### src/rtl/frame_receiver.sv
`default_nettype none
//==============================================================================
// Module   : frame_receiver
// Brief    : Frame-ready triggered packetiser: header, size-limited data
//            pass-through, trailer with error flag, sequence and checksum.
// Revision : 1.0 - initial release
//==============================================================================
module frame_receiver #(
    parameter logic [15:0] HDR_MAGIC = 16'hA55A,
    parameter logic [15:0] TIMEOUT   = 16'd4096
) (
    input  logic        clk,
    input  logic        rst,
    input  logic        i_frame_ready,
    input  logic [15:0] i_frame_size,
    input  logic [31:0] i_in_data,
    input  logic        i_in_vld,
    output logic        o_in_rdy,
    output logic [31:0] o_pkt_data,
    output logic        o_pkt_vld,
    input  logic        i_pkt_rdy,
    output logic        o_pkt_sop,
    output logic        o_pkt_eop,
    output logic        o_busy,
    output logic [15:0] o_frame_cnt,
    output logic [7:0]  o_err_cnt
);

    localparam logic [1:0] S_IDLE    = 2'd0;
    localparam logic [1:0] S_HEADER  = 2'd1;
    localparam logic [1:0] S_DATA    = 2'd2;
    localparam logic [1:0] S_TRAILER = 2'd3;

    logic [1:0]  r_state;
    logic [1:0]  w_next_state;
    logic        r_ready_prev;
    logic [15:0] r_size;
    logic [15:0] r_remaining;
    logic [15:0] r_checksum;
    logic [15:0] r_tcnt;
    logic        r_err;
    logic [15:0] r_frame_cnt;
    logic [7:0]  r_err_cnt;

    logic        w_start;
    logic        w_overrun;
    logic        w_in_xfer;
    logic        w_pkt_xfer;
    logic        w_last_word;
    logic        w_timeout;
    logic [1:0]  w_err_inc;
    logic [8:0]  w_err_sum;
    logic [7:0]  w_err_cnt_next;

    assign w_start     = i_frame_ready & ~r_ready_prev;
    assign w_overrun   = w_start & (r_state != S_IDLE);
    assign w_in_xfer   = (r_state == S_DATA) & i_in_vld & o_in_rdy;
    assign w_pkt_xfer  = o_pkt_vld & i_pkt_rdy;
    assign w_last_word = w_in_xfer & (r_remaining == 16'd1);
    assign w_timeout   = (r_state == S_DATA) & ~i_in_vld & (r_tcnt == (TIMEOUT - 16'd1));

    // A timeout and an overrun may land in the same cycle; both are counted.
    assign w_err_inc      = {1'b0, w_timeout} + {1'b0, w_overrun};
    assign w_err_sum      = {1'b0, r_err_cnt} + {7'd0, w_err_inc};
    assign w_err_cnt_next = w_err_sum[8] ? 8'hFF : w_err_sum[7:0];

    always_ff @(posedge clk) begin
        if (rst) begin
            r_state <= S_IDLE;
        end else begin
            r_state <= w_next_state;
        end
    end

    always_comb begin
        w_next_state = r_state;
        case (r_state)
            S_IDLE: begin
                if (w_start) begin
                    w_next_state = S_HEADER;
                end
            end
            S_HEADER: begin
                if (w_pkt_xfer) begin
                    w_next_state = (r_size == 16'd0) ? S_TRAILER : S_DATA;
                end
            end
            S_DATA: begin
                if (w_last_word || w_timeout) begin
                    w_next_state = S_TRAILER;
                end
            end
            S_TRAILER: begin
                if (w_pkt_xfer) begin
                    w_next_state = S_IDLE;
                end
            end
            default: w_next_state = S_IDLE;
        endcase
    end

    always_comb begin
        o_in_rdy   = 1'b0;
        o_pkt_data = 32'd0;
        o_pkt_vld  = 1'b0;
        o_pkt_sop  = 1'b0;
        o_pkt_eop  = 1'b0;
        case (r_state)
            S_HEADER: begin
                o_pkt_vld  = 1'b1;
                o_pkt_sop  = 1'b1;
                o_pkt_data = {HDR_MAGIC, r_size};
            end
            S_DATA: begin
                o_pkt_vld  = i_in_vld;
                o_pkt_data = i_in_data;
                o_in_rdy   = i_pkt_rdy;
            end
            S_TRAILER: begin
                o_pkt_vld  = 1'b1;
                o_pkt_eop  = 1'b1;
                o_pkt_data = {r_err, r_frame_cnt[14:0], r_checksum};
            end
            default: begin
                o_pkt_vld = 1'b0;
            end
        endcase
    end

    // ready_prev resets high so a level already asserted at reset release is not a start.
    always_ff @(posedge clk) begin
        if (rst) begin
            r_ready_prev <= 1'b1;
            r_size       <= 16'd0;
            r_remaining  <= 16'd0;
            r_checksum   <= 16'd0;
            r_tcnt       <= 16'd0;
            r_err        <= 1'b0;
            r_frame_cnt  <= 16'd0;
            r_err_cnt    <= 8'd0;
        end else begin
            r_ready_prev <= i_frame_ready;
            r_err_cnt    <= w_err_cnt_next;

            if ((r_state == S_IDLE) && w_start) begin
                r_size      <= i_frame_size;
                r_remaining <= i_frame_size;
                r_checksum  <= 16'd0;
                r_tcnt      <= 16'd0;
                r_err       <= 1'b0;
            end

            if (w_in_xfer) begin
                r_remaining <= r_remaining - 16'd1;
                r_checksum  <= r_checksum + i_in_data[31:16] + i_in_data[15:0];
                r_tcnt      <= 16'd0;
            end else if ((r_state == S_DATA) && !i_in_vld) begin
                r_tcnt <= r_tcnt + 16'd1;
                if (w_timeout) begin
                    r_err <= 1'b1;
                end
            end else if (r_state == S_DATA) begin
                // Source is offering a word; only the host is stalling.
                r_tcnt <= 16'd0;
            end

            if ((r_state == S_TRAILER) && w_pkt_xfer) begin
                r_frame_cnt <= r_frame_cnt + 16'd1;
            end
        end
    end

    assign o_busy      = (r_state != S_IDLE);
    assign o_frame_cnt = r_frame_cnt;
    assign o_err_cnt   = r_err_cnt;

endmodule
`default_nettype wire

### config.mk
export PLATFORM = sky130hd
export DESIGN_NAME = frame_receiver
export DESIGN_NICKNAME = d
export VERILOG_FILES = /design/src/rtl/frame_receiver.sv
export SDC_FILE = /design/constraint.sdc
export NUM_CORES = 1
export LEC_CHECK = 0
export CAP_MARGIN = 5
export CELL_PAD_IN_SITES_DETAIL_PLACEMENT = 1
export CELL_PAD_IN_SITES_GLOBAL_PLACEMENT = 2
export CORE_ASPECT_RATIO = 0.9
export CORE_MARGIN = 3
export CORE_UTILIZATION = 27
export DETAILED_ROUTE_END_ITERATION = 8
export PLACE_DENSITY_LB_ADDON = 0.1
export SLEW_MARGIN = 20
export SYNTH_ARGS = -nofsm -noshare
export SYNTH_HDL_FRONTEND = slang
export SYNTH_SLANG_ARGS = --single-unit
### constraint.sdc
create_clock -name clk -period 2.6 [get_ports clk]
set_input_delay 0.39 -clock clk [delete_from_list [all_inputs] [get_ports clk]]
set_output_delay 0.39 -clock clk [all_outputs]
set_load 0.005 [all_outputs]
# Word-level counts from Yosys, hierarchy flattened
# Index checks and enable logic that the tools add are counted.
[op_classes]
addsub = 7
n_mux = 22
n_mul = 0
n_shift = 0
n_lt_le_gt_ge = 0
n_bitwise = 10
div = 0
n_eq_ne = 9
n_reduce_logical = 13
[op_table]
columns = ["operator", "n"]
rows = [
  ["$mux 16", 6],
  ["$pmux 32 s3", 1],
  ["$add 16x1->16 const B", 2],
  ["$add 16x16->16", 2],
  ["$eq 16x1->1 const B", 1],
  ["$eq 16x12->1 const B", 1],
  ["$logic_not 16->1", 1],
  ["$sub 16x1->16 const B", 1],
  ["$add 8x2->9", 1],
  ["$and 1x1->1", 8],
  ["$mux 1", 8],
  ["$mux 2", 4],
  ["$mux 8", 1],
  ["$pmux 2 s4", 1],
  ["$ne 2x2->1 const B", 3],
  ["$eq 2x2->1 const B", 2],
  ["$reduce_and 4->1", 1],
  ["$reduce_bool 2->1", 2],
  ["$reduce_or 2->1", 2],
  ["$logic_and 1x1->1", 3],
  ["$reduce_bool 3->1", 1],
  ["$add 1x1->2", 1],
  ["$eq 2x1->1 const B", 1],
  ["$logic_not 2->1", 1],
  ["5 further kinds", 6],
]
[word_totals]
word_cells = 70
mem_count = 0
input_bits = 53
latch_bits = 0
romBits = 0
register_bits = 92
ramBits = 0
output_inout_bits = 61

# Depth between registers and ports, before layout
# Gate-level depths: netlist (run 1).
[depth]
ltp_word = 7
mapped_depth = 11
depth_no_buf = 11

# Least setup slack after synthesis (run 1)
# No wires, ideal clock.
[synth_timing]
kind = "input to register"
start = "in i_in_data[11]"
end = "reg r_checksum[14]"
setup_slack_ns = -0.085
t_required_ns = 2.483
n_path_buf = 1
arrival_ns = 2.568
stages = 8
setup_time_ns = 0.117
cell_sequence = "fa_1 ha_1 clkbuf_1 a21o_1 a21o_1 a221o_1 or3_1 a32o_1"
[synth_between]
elab_chain_cells = 2
[synth_rtl]
columns = ["element", "line", "source"]
rows = [
  ["from (decl)", "16", "input logic [31:0] i_in_data,"],
  ["$add 16x16->16", "155", "r_checksum <= r_checksum + i_in_data[31:16] + i_in_data[15:0];"],
  ["$mux 16", "153", "if (w_in_xfer) begin"],
  ["to (signal assigned)", "155", ""],
  ["to (decl)", "39", "logic [15:0] r_checksum;"],
]
# Every way passes these cells.
# A chain may end at the register's enable or synchronous reset.

# Final worst setup path (run 1)
[layout_timing]
start = "in i_in_data[29]"
end = "reg r_checksum[14]"
[layout_between]
elab_chain_cells = 3
[layout_rtl]
columns = ["element", "line"]
rows = [
  ["$add 16x16->16 (2 in series)", "155"],
  ["$mux 16", "153"],
]
# Every way passes these cells.

==> results of run 1 <==
## layout by cell type (no fill, tap or decap), types with 14 or more instances in the layout
| cell type | n |
|---|---|
| a21oi_1 | 67 |
| nor3_1 | 15 |
| xor2_1 | 19 |
| nor2_1 | 89 |
| dfxtp_1 | 87 |
| inv_1 | 14 |
| ha_1 | 14 |
| nand3_1 | 23 |
| a222oi_1 | 20 |
| buf_4 | 93 |
| o21ai_0 | 22 |
| dlygate4sd2_1 | 20 |
| nand2_1 | 66 |
| clkdlybuf4s50_1 | 82 |
| a22oi_1 | 26 |
## cell type report
cell class                      instances  area (sq um)
Clock buffer                            9           225
Clock inverter                          6          71.3
Fill cell                            2421         12100
Inverter                               15          56.3
Multi-Input combinational cell        548          3830
Sequential cell                        92          1850
Tap cell                              280           350
Timing Repair Buffer                  210          1880
## timing repair
| action | CTS | global route |
|---|---|---|
| resized for setup | 48 | 38 |
| cloned | 0 | 0 |
| buffers inserted | 6 | 0 |
| pin swaps | 16 | 19 |
| setup endpoints to repair | 34 | 27 |
## stage by stage
| step | power (mW) | instance area (sq um) | utilization | cells | hold slack [ns] |
|---|---|---|---|---|---|
| after global routing | 5.37 | 8270 | 0.406 | 1160 | 0.421 |
| after CTS | 5.09 | 8150 | 0.400 | 1160 | 0.407 |
| after detailed placement | 3.60 | 7700 | 0.378 | 1139 | 0.479 |
| final | 5.06 | 8270 | 0.406 | 1160 | 0.422 |
| after global placement | 3.55 | 7700 | 0.378 | 1139 | 0.460 |
| after floorplan | 2.61 | 5720 | - | 699 | 0.437 |
## state kept, by name (all words and copies together) (netlist names)
signal,count
r_remaining,16
r_size,16
r_err,1
r_tcnt,16
o_err_cnt,8
r_ready_prev,1
o_frame_cnt,16
r_state,2
r_checksum,16
## power groups by stage
stage	logic, mW	clock network, mW	registers (mW)
3_5_place_dp	2.02	0	1.58
6_report	2.12	1.38	1.55
3_3_place_gp	1.98	0	1.58
2_1_floorplan	1.05	0	1.57
5_1_grt	2.33	1.48	1.56
4_1_cts	2.10	1.44	1.55
## logic make-up (layout without fill, tap and decap cells)
family / after synthesis / after routing / synth area share
adder cells (fa/ha/maj): 40 / 40 / 0.110
AND/OR/NAND/NOR: 274 / 274 / 0.235
AO/OA/AOI/OAI: 203 / 203 / 0.243
XOR/XNOR: 27 / 27 / 0.0415
flip-flops: 92 / 92 / 0.323
multiplexers: 4 / 4 / 0.00747
buffers and inverters: 59 / 240 / 0.0402
## critical path, stage by stage
cell and delay, ns:
clkdlybuf4s50_1 0.45, fa_1 0.60, ha_4 0.23, nand4_1 0.12, inv_1 0.06, a221o_1 0.34
or3_1 0.36, a32o_1 0.25
## metal layers
layer  wire length (microns)  GRT usage  share of wire
met1                   10900      0.264           0.46
met2                   11100      0.342           0.48
met3                     971     0.0412          0.042
met4                     387     0.0544          0.017
met5                       0          0              0
## worst paths after layout
kind | slack, ns | endpoint
min | 0.42 | r_checksum[4]
max reg2reg | 0.05 | r_checksum[14]
max | 0.05 | r_checksum[14]
min reg2reg | 0.48 | r_checksum[11]
==> results.cfg, run 1 <==
[status]
status = finished, final reports clean

[flow_run]
maxCapViolCount = 0

[hold_path]
worstHoldStart = rst
hold_path.class = in2reg
worstHoldPathCells = 2

[logic_synthesis]
synthTopCellsByArea = dfxtp_1, a21oi_1, fa_1, nor2_1, ha_1
syn_avg_cell_area_sq_um = 8.15
yosys.area.top_type_share = 0.323
yosysUniqueCellTypes = 64
synth_fp_nets = 792
synth_most_common_cell = dfxtp_1
synth-seq-cells = 92
syn_inst = 699
ys.flop_type = dfxtp_1
ys_seq_area_frac = 0.323
synth_area_sq_um = 5700
yosysWarnings = 0
synth_edf_count = 0
synth.top_cells.by_count = dfxtp_1, nor2_1, a21oi_1
ys_async_sr_fraction = 0
synth_top_area_cell = dfxtp_1

[routing]
drt_iter0_markers = 339
drt.antenna.violating_nets = 0
wl_per_cell_microns = 20.1
first_pass_iters = 5
route.detailed.drc = 0
viasPerCell = 5.29
vias = 6132
wirelength_microns = 23300

[clock_network]
root_buffer = clkbuf_16
clk_latency_ns = 0.36
clock_sinks = 92
cts-hold-fix-buffers = 0
clk_pin_slew_ns = 0.07
tritoncts = built
cts.path.max_buffers = 2
cts_made_buffers = 9
htreeDepth = 3

[global_route]
grt_max_degree = 48
first_global_vias = 6615
gr-usage-all-layers = 0.202
gr-total-overflow = 0
grt_antenna_before_repair = 0
grt_first_pass_wirelength_microns = 36800

[die]
die_w_microns = 159
rows = 49
dieHeight_microns = 144
start_util = 0.280
core-area_sq_um = 20400
ios = 114
dieArea_sq_um = 22900

[setup_path]
worstSetupPathType = in2reg
critPathLaunch = i_in_data[29]
critPathArrivalTime_ns = 2.80
worst_setup_path_start_kind = input pin
rr_worst_depth = 7
worstPathRequired_ns = 2.85
cp-end-kind = flip-flop
path_max_fanout = 4
crit-reg2reg-launch = r_checksum[11]

[power_and_ir_drop]
power_frac_seq = 0.307
internal-power_mw = 3.20
powerDensity_nw_per_um2 = 612
p_comb_frac = 0.419
switchingPower_mw = 1.86
pwr-share-clk = 0.274
swShare = 0.367
irDropWorstVdd_mv = 0.283
p_leak_nw = 3.19

[sta]
finClkSkew_ns = 0.00855
period_share = 0.981
finalHoldViolations = 0
layout_min_cycle_time_ns = 2.55
fin_tns_setup_ns = 0
relSlewSlack = 0.566
fmax_mhz = 392
setup_viol = 0
rsz0062_at_grt = true
worstMarginPinSlew_ns = 0.648
setup_slack_ns = 0.0483
slew_viol_final = 0

[placed_design]
gp_congestion = 0.908
pre_cts_slack_ns = -0.611
dp_hpwl_microns = 17600
port_buffers = 113

[layout]
final_layout_size_suffix_gt1_frac = 0.192
antennaDiodeCount = 0
nets = 969
areaGrowthSynthToFinish_pct = 45.2
(Power assumes the default switching activity.)
==> inputs of run 2 (changes only) <==
--- a/config.mk
+++ b/config.mk
@@ -12,6 +12,7 @@
 export CORE_MARGIN = 3
 export CORE_UTILIZATION = 27
 export DETAILED_ROUTE_END_ITERATION = 8
+export HOLD_SLACK_MARGIN = 0.15
 export PLACE_DENSITY_LB_ADDON = 0.1
 export SLEW_MARGIN = 20
 export SYNTH_ARGS = -nofsm -noshare
==> results of run 2 <==
Same layout as run 1: the final DEF is identical, and so are final timing and power.
